## src/rtl/girl10_keyed_fsm.sv

```systemverilog
// rtl/girl10_keyed_fsm.sv - key-locked 6-state Mealy controller with decoy chain and failure counter
module girl10_keyed_fsm #(
  parameter int               KEY_W         = 4,
  parameter logic [KEY_W-1:0] KEY_VAL       = 4'hA,
  parameter int               DUP_DEPTH     = 2,
  parameter int               CORRUPT_LIMIT = 3,
  parameter int               CNT_W         = 4
) (
  input  logic             clk,
  input  logic             rst,
  input  logic             x1,
  input  logic             x2,
  input  logic             x3,
  input  logic             x4,
  input  logic             x5,
  input  logic             x6,
  input  logic             x7,
  input  logic [KEY_W-1:0] keyinput,
  output logic             y1,
  output logic             y2,
  output logic             y3,
  output logic             y4,
  output logic             y6,
  output logic             y7,
  output logic             y8,
  output logic             y9,
  output logic             y10,
  output logic             key_ok,
  output logic [CNT_W-1:0] wrong_cnt
);

  localparam int SW = $clog2(7 + DUP_DEPTH);
  localparam logic [SW-1:0] D_LAST = SW'(5 + DUP_DEPTH);

  // Output vector order: {y1,y2,y3,y4,y6,y7,y8,y9,y10}
  localparam logic [8:0] Y1  = 9'h100;
  localparam logic [8:0] Y2  = 9'h080;
  localparam logic [8:0] Y3  = 9'h040;
  localparam logic [8:0] Y4  = 9'h020;
  localparam logic [8:0] Y6  = 9'h010;
  localparam logic [8:0] Y7  = 9'h008;
  localparam logic [8:0] Y8  = 9'h004;
  localparam logic [8:0] Y9  = 9'h002;
  localparam logic [8:0] Y10 = 9'h001;

  // Decoy states occupy D1 .. D1+DUP_DEPTH-1; higher codes are illegal.
  typedef enum logic [SW-1:0] {S1, S2, S3, S4, S5, S6, D1} state_e;

  state_e           state_q, state_d;
  logic             key_ok_q, key_ok_d;
  logic [CNT_W-1:0] wrong_cnt_q, wrong_cnt_d;
  logic [8:0]       y_raw;
  logic [8:0]       y_out;
  logic             corrupt;

  always_ff @(posedge clk) begin
    if (rst) begin
      state_q     <= S1;
      key_ok_q    <= 1'b1;
      wrong_cnt_q <= '0;
    end else begin
      state_q     <= state_d;
      key_ok_q    <= key_ok_d;
      wrong_cnt_q <= wrong_cnt_d;
    end
  end

  always_comb begin
    state_d     = S1;
    y_raw       = '0;
    key_ok_d    = key_ok_q;
    wrong_cnt_d = wrong_cnt_q;
    case (state_q)
      S1: begin
        if (x6) begin
          y_raw   = Y8 | Y9;
          state_d = S2;
        end else if (x7) begin
          y_raw   = Y6;
          state_d = S3;
        end else begin
          y_raw   = Y3 | Y6 | Y10;
          state_d = S3;
        end
      end
      S2: begin
        if (x4 && x1) begin
          y_raw   = Y1 | Y2;
          state_d = S2;
        end else if (x4) begin
          y_raw   = Y3 | Y4;
          state_d = S4;
        end else begin
          y_raw   = Y4;
          state_d = S5;
        end
      end
      S3: begin
        if (!x1) begin
          y_raw   = Y4;
          state_d = S5;
        end else if (x2 && !x3) begin
          y_raw   = Y6 | Y7;
          state_d = S6;
        end else begin
          y_raw   = Y1 | Y3;
          state_d = S2;
        end
      end
      S4: begin
        if (x6) begin
          y_raw   = Y6 | Y7;
          state_d = S3;
        end else begin
          y_raw   = Y3 | Y4;
          state_d = S4;
        end
      end
      S5: begin
        if (x5) begin
          if (keyinput == KEY_VAL) begin
            state_d     = S1;
            key_ok_d    = 1'b1;
            wrong_cnt_d = '0;
          end else begin
            state_d  = D1;
            key_ok_d = 1'b0;
            if (wrong_cnt_q != {CNT_W{1'b1}}) begin
              wrong_cnt_d = wrong_cnt_q + 1'b1;
            end
          end
        end else if (x1) begin
          y_raw   = Y8 | Y9;
          state_d = S2;
        end else begin
          y_raw   = Y3 | Y4;
          state_d = S4;
        end
      end
      S6: begin
        y_raw   = Y3 | Y4;
        state_d = S4;
      end
      default: begin
        // Last decoy and illegal codes both fall back to S1 via the default above.
        if (state_q >= D1 && state_q < D_LAST) begin
          state_d = state_e'(state_q + 1'b1);
        end
      end
    endcase
  end

  assign corrupt = (wrong_cnt_q >= CNT_W'(CORRUPT_LIMIT));
  assign y_out   = corrupt ? 9'h000 : y_raw;

  assign {y1, y2, y3, y4, y6, y7, y8, y9, y10} = y_out;
  assign key_ok    = key_ok_q;
  assign wrong_cnt = wrong_cnt_q;

endmodule

```

## config.mk

```make
export PLATFORM = sky130hd
export DESIGN_NAME = girl10_keyed_fsm
export DESIGN_NICKNAME = d
export VERILOG_FILES = /design/src/rtl/girl10_keyed_fsm.sv
export SDC_FILE = /design/constraint.sdc
export NUM_CORES = 1
export LEC_CHECK = 0
export BUFFER_PORTS_ARGS = -buffer_cell sky130_fd_sc_hd__buf_2
export CAP_MARGIN = 20
export CORE_UTILIZATION = 48
export DETAILED_ROUTE_END_ITERATION = 12
export PLACE_DENSITY = 0.84
export SLEW_MARGIN = 20
export SYNTH_ARGS = -nofsm -noshare
export SYNTH_HDL_FRONTEND = slang
export SYNTH_SLANG_ARGS = --single-unit
```

## constraint.sdc

```tcl
create_clock -name clk -period 1.8 [get_ports clk]
set_input_delay 0.09 -clock clk [delete_from_list [all_inputs] [get_ports clk]]
set_output_delay 0.09 -clock clk [all_outputs]
set_load 0.005 [all_outputs]
```

==> impl_metrics.tcl <==
set metrics [dict create \
    status "finished, final reports clean" \
    crit_start "state_q[0]" \
    clk_path_buf_depth 2 \
    power.leakage_nw 0.442 \
    final_nets 157 \
    place_ws_ns 0.0598 \
    slew_headroom_pct 73.1 \
    period_minus_slack_ns 1.80 \
    setup_viol_count_final 0 \
    maxSlewViolCount 0 \
    core_um2 1520 \
    dp_cells 143 \
    syn2layout_area_growth_pct 37.9 \
    start_kind "flop" \
    wl_met2_um 1110 \
    skew_ns 0.000170 \
    end_kind "output port" \
    p_per_area_nw_per_um2 968 \
    cts_sinks 9 \
    synthesis.area_um2 790 \
    initial_core_util_pct 51.8 \
    synth.yosys.warnings 0 \
    cp_cell_sequence "inv_6 > ha_4 > and4bb_2 > nor2b_4 > a31oi_2 > a31oi_1 > buf_2" \
    final.period_utilization_pct 99.8 \
    min_from "rst" \
    grt-ovfl-total 0 \
    die_area_um2 1810 \
    hold_path.class "in -> reg" \
    dpl.hpwl_um 1540 \
    max_stage_delay_ns 0.39 \
    synth-seq-cells 9 \
    holdWs_ns 0.135 \
    cts-htree-levels 1 \
    antenna_found_initial 0 \
    rows 14 \
    endpoint "y3" \
    timing.rr.end "state_q[1]" \
    tightest_slew_ns 0.400 \
    highest_layer "met4" \
    timing.fmax_ghz 0.557 \
    clk_latency_ns 0.26 \
    cp.required_ns 1.71 \
    final_common_cell "buf_2" \
    grt_max_degree 12 \
    regToRegSetupSlack_ns 0.06 \
    routed_wl_um 2370 \
    fin_cells 154 \
    rr_worst_depth 9 \
    peakVddDrop_mv 0.636 \
    drt_iter0_drc 64 \
    viasPerCell 6.34 \
    drv_cap 0 \
    n_antenna_cell 0 \
    crit_slowest_cell "dfxtp_4" \
    ant_nets 0 \
    met3_length_um 196 \
    wl_met1_um 1000 \
    path_max_fanout 7 \
    clk_pin_slew_worst_paths_ns 0.06 \
    vias 977 \
    syn_inst 104 \
    grtUsageTotal_pct 25.3 \
    drive_above_1_share_pct 44.9 \
    grt_pass1_vias 759 \
    final_cell_mix "buf_2, a21oi_1, o21ai_0, buf_4, nor2_1" \
    die_y_um 42.6 \
    cts_buffers 3 \
    r2r-start "state_q[0]" \
    finalHoldViolCount 0 \
    wl_per_cell_um 15.4 \
    synth.distinct_cells 40 \
    syn_area_per_cell_um2 7.59 \
    die-width_um 42.6 \
    fin_ws_ns 0.00417 \
    first_pass_iters 5 \
    synthesis.nets 122 \
    port_buffers 26 \
    gp_congestion 0.838 \
    drc 0 \
    io_pins 27 \
    clock-root-buffer "clkbuf_4" \
    grt_pass1_wl_um 3460 \
    crit_type "reg -> out" \
    yosysSeqAreaShare_pct 22.8 \
    tritoncts "built" \
    arrival_ns 1.71 \
]
-- worst min path at each step --
stage,end,slack (ns),depth (start not counted)
global placement,state_q[2],0.39,2
finish,state_q[0],0.13,2
floorplan,y10,0.22,1
detailed placement,wrong_cnt[1],0.41,2
CTS,state_q[2],0.13,2
global route,wrong_cnt[1],0.13,2
-- Yosys cell counts, drive strengths merged --
cell	number	area [um2]
a21oi	11	55.1
o21ai	10	50.0
dfxtp	9	180
nor2	8	37.5
inv	6	22.5
ha	5	62.6
nand2	5	18.8
nand2b	5	31.3
buf	4	21.3
nand3	4	20.0
nor2b	4	32.5
a31oi	3	25.0
nor3	3	20.0
nor4	3	18.8
a211oi	2	15.0
a32oi	2	17.5
and4bb	2	25.0
nand4	2	12.5
o21bai	2	15.0
or2	2	12.5
a21boi	1	7.51
a221oi	1	8.76
a22o	1	8.76
a31o	1	8.76
a41oi	1	8.76
and2	1	6.26
and3	1	6.26
and4b	1	10.0
clkbuf	1	3.75
nand3b	1	7.51
or4	1	11.3
xnor2	1	8.76
-- registers in the layout (all words and copies together) (netlist names) --
signal / count
wrong_cnt: 4
state_q: 4
key_ok: 1
-- power breakdown --
part / internal (mW) / leakage [nW] / switching, mW
Clock: 0.0853 / 0.0150 / 0.0690
Combinational: 0.304 / 0.352 / 0.316
Sequential: 0.231 / 0.0745 / 0.0484
-- through the flow --
step                      setup TNS [ns]  total power [mW]  area, um2  utilization, %
final                                  0              1.05       1090            71.4
after global routing              -0.117              1.13       1090            71.4
after CTS                              0             0.951       1010            66.2
after detailed placement               0             0.743        930            61.0
after global placement                 0             0.728        930            61.0
after floorplan                        0             0.586        790               -
-- what timing repair did --
action                                  in CTS  in global routing
pin swaps                                    0                  4
gates cloned                                 0                  0
gates resized for setup                      9                 13
buffers inserted                             3                  4
hold buffers                                 0                  0
endpoints found under the setup margin       8                 10
-- kinds of logic after synthesis --
logic type	share of synthesized area [%]
XOR/XNOR	1.11
flip-flops	22.8
AND/OR/NAND/NOR	34.2
adder cells (fa/ha/maj)	7.92
AO/OA/AOI/OAI	27.9
buffers and inverters	6.02
-- area by class of cell --
type                            count  area (um2)
Sequential cell                     9         186
Inverter                            6        27.5
Timing Repair Buffer               35         198
Multi-Input combinational cell     84         631
Clock buffer                        4        26.3
Tap cell                           16        20.0
Fill cell                         122         435
-- per-layer routing --
metal,track usage (%),vias to the layer above
li1,-,455
met1,32.3,449
met2,40.0,65
met3,7.76,8
met4,8.75,0
met5,0,-
-- worst max-delay path, delay by kind of cell (launching register included) --
kind | cells | cell delay (ns)
buffers and inverters | 2 | 0.20
DFF | 1 | 0.39
and+or+nand+nor | 2 | 0.37
adders and majority gates | 1 | 0.17
AOI/OAI and AO/OA | 2 | 0.31
Power figures use the tool's default switching activity.
